File: src/rtl/fifo_arb_pkg.sv
// fifo_arb_pkg: shared FSM state type and default parameters for the FIFO write arbiter
package fifo_arb_pkg;

    typedef enum logic {
        IDLE  = 1'b0,
        GRANT = 1'b1
    } state_t;

    localparam int DEF_WIDTH     = 8;
    localparam int DEF_NUM_REQ   = 4;
    localparam int DEF_BURST_MAX = 4;

endpackage

File: src/rtl/rr_arb_pick.sv
// rr_arb_pick: combinational round-robin picker, searching from last_grant+1 upward with wrap
module rr_arb_pick
    import fifo_arb_pkg::*;
#(
    parameter int NUM_REQ = DEF_NUM_REQ,
    parameter int IW      = $clog2(NUM_REQ)
) (
    input  logic [NUM_REQ-1:0] i_req,
    input  logic [IW-1:0]      i_last_grant,
    output logic [IW-1:0]      o_pick,
    output logic               o_any_req
);

    logic          w_found;
    logic [IW-1:0] w_idx;

    always_comb begin
        o_pick  = '0;
        w_found = 1'b0;
        w_idx   = '0;
        for (int k = 1; k <= NUM_REQ; k++) begin
            w_idx = IW'((int'(i_last_grant) + k) % NUM_REQ);
            if (!w_found && i_req[w_idx]) begin
                o_pick  = w_idx;
                w_found = 1'b1;
            end
        end
    end

    assign o_any_req = |i_req;

endmodule

File: src/rtl/fifo_wr_arb.sv
// fifo_wr_arb: round-robin burst arbiter steering NUM_REQ requesters into one FIFO write port
module fifo_wr_arb
    import fifo_arb_pkg::*;
#(
    parameter int WIDTH     = DEF_WIDTH,
    parameter int NUM_REQ   = DEF_NUM_REQ,
    parameter int BURST_MAX = DEF_BURST_MAX
) (
    input  logic                       clk,
    input  logic                       rstn,
    input  logic [NUM_REQ-1:0]         req_valid,
    input  logic [NUM_REQ*WIDTH-1:0]   req_data,
    output logic [NUM_REQ-1:0]         req_ready,
    output logic                       fifo_wr_en,
    output logic [WIDTH-1:0]           fifo_wr_data,
    input  logic                       fifo_full,
    output logic [$clog2(NUM_REQ)-1:0] grant_id,
    output logic                       busy
);

    localparam int IW = $clog2(NUM_REQ);
    localparam int CW = $clog2(BURST_MAX + 1);

    state_t        r_state;
    state_t        w_next;
    logic [IW-1:0] r_grant_id;
    logic [IW-1:0] r_last_grant;
    logic [CW-1:0] r_burst_cnt;
    logic [IW-1:0] w_pick;
    logic          w_any;
    logic          w_act;
    logic          w_valid_g;
    logic          w_xfer;
    logic          w_last_xfer;

    rr_arb_pick #(
        .NUM_REQ (NUM_REQ),
        .IW      (IW)
    ) u_pick (
        .i_req        (req_valid),
        .i_last_grant (r_last_grant),
        .o_pick       (w_pick),
        .o_any_req    (w_any)
    );

    // Outputs are held quiet while rstn is low so a burst aborted by reset writes nothing
    assign w_act       = (r_state == GRANT) && rstn;
    assign w_valid_g   = req_valid[r_grant_id];
    assign w_xfer      = w_act && w_valid_g && !fifo_full;
    assign w_last_xfer = w_xfer && (r_burst_cnt == CW'(BURST_MAX - 1));

    always_comb begin
        w_next = r_state;
        if (r_state == IDLE)
            w_next = w_any ? GRANT : IDLE;
        else
            w_next = (!w_valid_g || w_last_xfer) ? IDLE : GRANT;
    end

    always_ff @(posedge clk) begin
        if (!rstn) begin
            r_state      <= IDLE;
            r_grant_id   <= '0;
            r_last_grant <= IW'(NUM_REQ - 1);
            r_burst_cnt  <= '0;
        end else begin
            r_state <= w_next;
            if (r_state == IDLE && w_any) begin
                r_grant_id   <= w_pick;
                r_last_grant <= w_pick;
                r_burst_cnt  <= '0;
            end else if (w_xfer && r_burst_cnt != CW'(BURST_MAX)) begin
                r_burst_cnt <= r_burst_cnt + 1'b1;
            end
        end
    end

    always_comb begin
        req_ready             = '0;
        req_ready[r_grant_id] = w_act && !fifo_full;
    end

    assign fifo_wr_en   = w_xfer;
    assign fifo_wr_data = w_xfer ? req_data[r_grant_id*WIDTH +: WIDTH] : '0;
    assign grant_id     = r_grant_id;
    assign busy         = w_act;

endmodule

File: config.mk
export PLATFORM = sky130hd
export DESIGN_NAME = fifo_wr_arb
export DESIGN_NICKNAME = d
export VERILOG_FILES = /design/src/rtl/fifo_arb_pkg.sv /design/src/rtl/rr_arb_pick.sv /design/src/rtl/fifo_wr_arb.sv
export SDC_FILE = /design/constraint.sdc
export NUM_CORES = 1
export LEC_CHECK = 0
export ABC_AREA = 1
export CELL_PAD_IN_SITES_DETAIL_PLACEMENT = 1
export CELL_PAD_IN_SITES_GLOBAL_PLACEMENT = 2
export CORE_UTILIZATION = 18
export CTS_CLUSTER_DIAMETER = 40
export DETAILED_ROUTE_END_ITERATION = 12
export GPL_TIMING_DRIVEN = 0
export PLACE_DENSITY = 0.84
export SLEW_MARGIN = 25
export SYNTH_ARGS = -nofsm -noshare
export SYNTH_HDL_FRONTEND = slang
export SYNTH_SLANG_ARGS = --single-unit
export TNS_END_PERCENT = 100
File: constraint.sdc
create_clock -name clk -period 1.7 [get_ports clk]
set_input_delay 0.255 -clock clk [delete_from_list [all_inputs] [get_ports clk]]
set_output_delay 0.255 -clock clk [all_outputs]
set_load 0.1 [all_outputs]
## Word level (Yosys, flattened, before mapping)

Cells that the tools add are included.

| cells by class | value |
|---|---|
| add/subtract/negate cells | 5 |
| order comparisons | 6 |
| eq/ne operators | 2 |
| shifts and indexed selects | 1 |
| muxes and demuxes | 23 |
| bitwise gates (word level) | 3 |
| reduce and logical (&&, ||, !) cells | 19 |

Operators by type and width:

| kind | number |
|---|---|
| $shiftx A32 B6 Y8 | 1 |
| $lt A2 B3 Y1 const B | 5 |
| $mux W1 | 12 |
| $logic_and A1 B1 Y1 | 11 |
| $bmux W1 S2 | 5 |
| $mux W2 | 4 |
| $mux W8 | 1 |
| $logic_not A1 Y1 | 5 |
| $add A2 B1 Y2 const B | 2 |
| $add A2 B2 Y2 const B | 2 |
| $and A4 B4 Y4 | 1 |
| $reduce_or A4 Y1 | 1 |
| $add A3 B1 Y3 const B | 1 |
| $eq A3 B2 Y1 const B | 1 |
| $ne A3 B3 Y1 const B | 1 |
| $demux W1 S2 | 1 |
| $ge A2 B1 Y1 const B | 1 |
| $not A1 Y1 | 2 |
| $reduce_or A2 Y1 | 1 |
| $logic_or A1 B1 Y1 | 1 |

| word-level totals | value |
|---|---|
| register bits after elaboration | 8 |
| input port bits | 39 |
| output and inout bits | 16 |
| logic and storage cells | 63 |

## Longest topological paths before layout

Gate-level depths: netlist (run 1).

| logic depth | value |
|---|---|
| depth in word-level cells | 13 |
| gate-level depth with buffers | 11 |
| mapped depth without buffers | 10 |

## By module

From an unflattened synthesis (run 1), not the netlist that was laid out.

| unflattened totals | value |
|---|---|
| cells, all modules | 155 |
| area total of the unflattened synthesis | 979.7 um^2 |

By module, submodules not included:

| module | times used | cells an instance | area each (um^2) | seq. area each (um^2) |
|---|---|---|---|---|
| fifo_wr_arb | 1 | 105 | 678.2 | 160.2 |
| rr_arb_pick | 1 | 50 | 301.5 | 0.0 |

## Worst setup path after synthesis (run 1)

Ideal clock, no wire load.

| path | value |
|---|---|
| path kind | register -> output |
| from | register r_grant_id[0] (netlist: grant_id[0]) |
| to | output port fifo_wr_data[0] |
| data arrival time | 3182 ps |
| data required time | 1445 ps |
| setup slack | -1737 ps |
| stages on the path, launching flop included | 7 |
| path buffers | 0 |
| cells stage by stage | dfxtp_1 > nand2_1 > clkinv_2 > nand2_2 > nand4_4 > nand2_4 > a31oi_1 |

| between the ends | value |
|---|---|
| cells in the longest elaborated chain, start to end | 5 |
| elaborated cells between the ends (all ways) | 6 |
| classes of those cells | shift (1); mux (3); reduce/logical (2) |

RTL lines:

| item | line | source |
|---|---|---|
| from (decl) | fifo_wr_arb.sv:26 | `logic [IW-1:0] r_grant_id;` |
| from (signal assigned) | fifo_wr_arb.sv:69 | `r_grant_id <= w_pick;` |
| branches (longest 4 deep; another with $shiftx A32 B6 Y8) | n/a |  |
| $mux W8 (*) | fifo_wr_arb.sv:84 | `assign fifo_wr_data = w_xfer ? req_data[r_grant_id*WIDTH +: WIDTH] : '0;` |
| to (decl) | fifo_wr_arb.sv:15 | `output logic [WIDTH-1:0] fifo_wr_data,` |

Every way passes the cells marked *. The select of a mux whose other input is x is not followed.

## Worst setup path after layout (run 1)

| path | value |
|---|---|
| from | register r_grant_id[1] (netlist: grant_id[1]) |
| to | output port fifo_wr_data[2] |

The elaborated chain is that of the path after synthesis.

==> impl_results.md, run 1 <==
* CTS sink count at 8
* Clk root buf: clkbuf_8
* # Max-Cap Violations at 0
* CP arrival at 1.56 ns
* Critical R2R Capture: r_burst_cnt[1]
* Final Wtd Congestion at 0.6923
* Top cell type by total area after synthesis: nand2_1
* Tightest Pin Transition at 0.9586 ns
* Avg Vias per Cell at 4.294
* Post-Synth XOR/XNOR Area at 0%
* Longest Clk Path Bufs at 2
* Worst-path clk slew at 0.05 ns
* Status: complete, but fails checks
* Synth Area in Compound Gates at 17.64%
* Yosys top cell area share at 21.32%
* Most frequent cell after synthesis: nand2_1
* EDFF count, synth at 0
* Setup TNS at -0.9095 ns
* Asr flop ratio synth at 0%
* Setup WS post-layout at -0.1110 ns
* # hold bufs at CTS at 0
* Clk_skew at 0.002634 ns
* Worst Hold Class: primary input to flip-flop
* Final hold violation count at 0
* Highest clock rate at 552.2 MHz
* Starting DRT DRC Count at 13
* Share of post-route cells with drive strength above 1 at 39.91%
* Rows at 26
* Nets@finish at 276
* #FFs+latches synth at 8
* CTS tree: yes
* ANT cells at 0
* Maximum number of pins on one net before global-route repair at 11
* Layout filler cell count at 641
* Fin crit share at 106.5%
* Post-Place Worst Slack at -1.328 ns
* Initial Util at 18.94%
* H-tree depth at 1
* Mean Syn Cell Area at 6.049 sq um
* Final Max Slew Viols at 0
* Crit Reg-Reg Startpoint: grant_id[0]
* Total GRT Usage at 13.74%
* DR vias at 1301
* Global route total overflow at 0
* Syn_nets at 205
* Die area at 5778 sq um
* Global-route wire length before repair at 6444 um
* Post-synth top cells: 56 x nand2_1, 15 x nand2_2, 13 x inv_1
* Mux cell area share after synthesis at 0%
* R2R setup slack at 0.20 ns
* Ys flop type: dfxtp_1
* Clock Latency Late Sink at 0.23 ns
* I/O pins at 55
* IO Port Bufs at 54
* Power per cell area at 1107 nW/um^2
* Sequential-to-total area share from yosys stat at 16.24%
* WS Path Type: flip-flop to output pin
* Main combinational cell family by area after synthesis: simple AND/OR/NAND/NOR gates
* Max VDD drop at 475.4 uV
* Syn Std Cell Area at 985.9 sq um
* Post-DP HPWL at 2940 um
* Critical path peak fanout at 5
* Failing checks: setup timing
* TritonRoute pass-1 iters at 4
* Ranking of synthesized cells by area: nand2_1 21%, dfxtp_1 16%, nand2_2 9.5%
* Setup Viol. Count Final at 10
* Area growth from synthesis to layout at 115.7%
* Mapped Cells at 163
* Initial antenna violation count at 0
* Post-Synth Simple-Gate Area at 50.00%
* Worst slew margin at 36.35%
* Antenna viol nets, final at 0
* Post-Synth Adder-Cell Area at 3.807%
* Crit. End Element: output pin
* Capture point of the worst path: fifo_wr_data[2]
* Final wirelength at 3856 um
* Startpoint types: flip-flop
* Final Critical Period at 1.811 ns
* Layout Utilization at 40.87%
* WP data required at 1.44 ns
* Die X at 76.01 um
* Via count of the first global-routing pass at 1345
* Core region area at 5205 sq um
* Ys Warns at 0
* # DRC at 0
* Routed wire per std cell at 12.73 um
* CTS buffer count at 3
* Reg2Reg Depth at 9
* Crit. Startpoint: grant_id[1]
* Post-synthesis cell type count at 28
* Die height at 76.01 um
* RSZ-0062 raised after global routing: yes
* Leak at 0.8851 nW
[layer usage]
| layer | routed length (um) | GRT usage, % | up-vias |
|---|---|---|---|
| li1 | - | - | 673 |
| met5 | 0 | 0 | - |
| met3 | 112 | 1.796 | 4 |
| met4 | 22 | 1.731 | 0 |
| met2 | 1979 | 25.64 | 30 |
| met1 | 1743 | 17.09 | 594 |
[cell type report]
class	count	area, sq um	share of cell area [%]
well taps	70	87.58	4.118
clock buffers	4	45.04	2.118
flip-flops and latches	8	168.9	7.941
multi-input cells	129	940.9	44.24
inverters	25	133.9	6.294
plain buffers	2	18.77	0.8824
repair buffers	65	732.0	34.41
[worst max-delay path, stage by stage, from the launching register on]
cell and delay, ns:
dfxtp_4 0.37, inv_4 0.08, nand2_4 0.06, inv_4 0.07
nand2_4 0.05, nand4_4 0.18, nand2_8 0.11, a31oi_4 0.19
buf_12 0.20
[timing repair]
action,4_1_cts,5_1_grt
setup buffers,10,1
cloned,1,0
gates resized for setup,129,9
pin swaps,3,3
setup endpoints to repair,16,15
[cells by family after synthesis]
group | Yosys count
buffers and inverters | 27
flip-flops | 8
AND/OR/NAND/NOR | 102
AO/OA/AOI/OAI | 23
adder cells (fa/ha/maj) | 3
[state kept, by name, indices dropped and copies added, names as in the netlist]
signal,count
r_burst_cnt,3
grant_id,2
r_last_grant,2
r_state,1
[how the worst min path moves through the flow]
stage / start / end / cells after the start
2_1_floorplan: rstn / r_last_grant[1] / 1
3_3_place_gp: r_burst_cnt[0] / r_burst_cnt[0] / 2
3_5_place_dp: r_burst_cnt[0] / r_burst_cnt[0] / 2
4_1_cts: rstn / r_last_grant[0] / 2
5_1_grt: rstn / r_last_grant[0] / 2
6_report: rstn / r_last_grant[0] / 2
[power by group]
part,internal (W),switching [W],leakage [nW]
combinational,0.000664,0.00114,0.795
clock,0.000163,0.0000850,0.0228
sequential,0.000240,0.0000647,0.0673
total,0.00107,0.00129,0.885
[metrics by stage]
step,power (W),hold WS [ns],cell area (sq um),std cells
2_1_floorplan,0.001445,0.3391,1186,163
3_5_place_dp,0.001808,0.4847,1814,287
6_report,0.002356,0.2850,2127,303
5_1_grt,0.002534,0.3108,2127,303
4_1_cts,0.002337,0.4628,2108,302
3_3_place_gp,0.001795,0.4741,1814,287
[cell usage in the layout, fill, tap and decap left out, types with 4 or more instances in the layout]
cell,Yosys,routed
buf_12,0,11
dfxtp_1,8,5
dlygate4sd2_1,0,4
buf_4,1,11
nand2_4,1,7
nand3_1,12,12
nand2_2,15,11
a22oi_2,0,5
a31oi_4,1,9
nor2_1,9,5
inv_4,1,4
nor2_2,2,4
inv_2,8,4
inv_1,13,12
clkdlybuf4s50_1,0,33
nand2_1,56,53
Note: power is estimated with default switching activity, not from simulation.
==> run 2: changes to the inputs <==
--- a/config.mk
+++ b/config.mk
@@ -12,6 +12,7 @@
 export CTS_CLUSTER_DIAMETER = 40
 export DETAILED_ROUTE_END_ITERATION = 12
 export GPL_TIMING_DRIVEN = 0
+export HOLD_SLACK_MARGIN = 0.05
 export PLACE_DENSITY = 0.84
 export SLEW_MARGIN = 25
 export SYNTH_ARGS = -nofsm -noshare
==> results of run 2 <==
No change in the layout: final DEF, timing and power equal those of run 1.
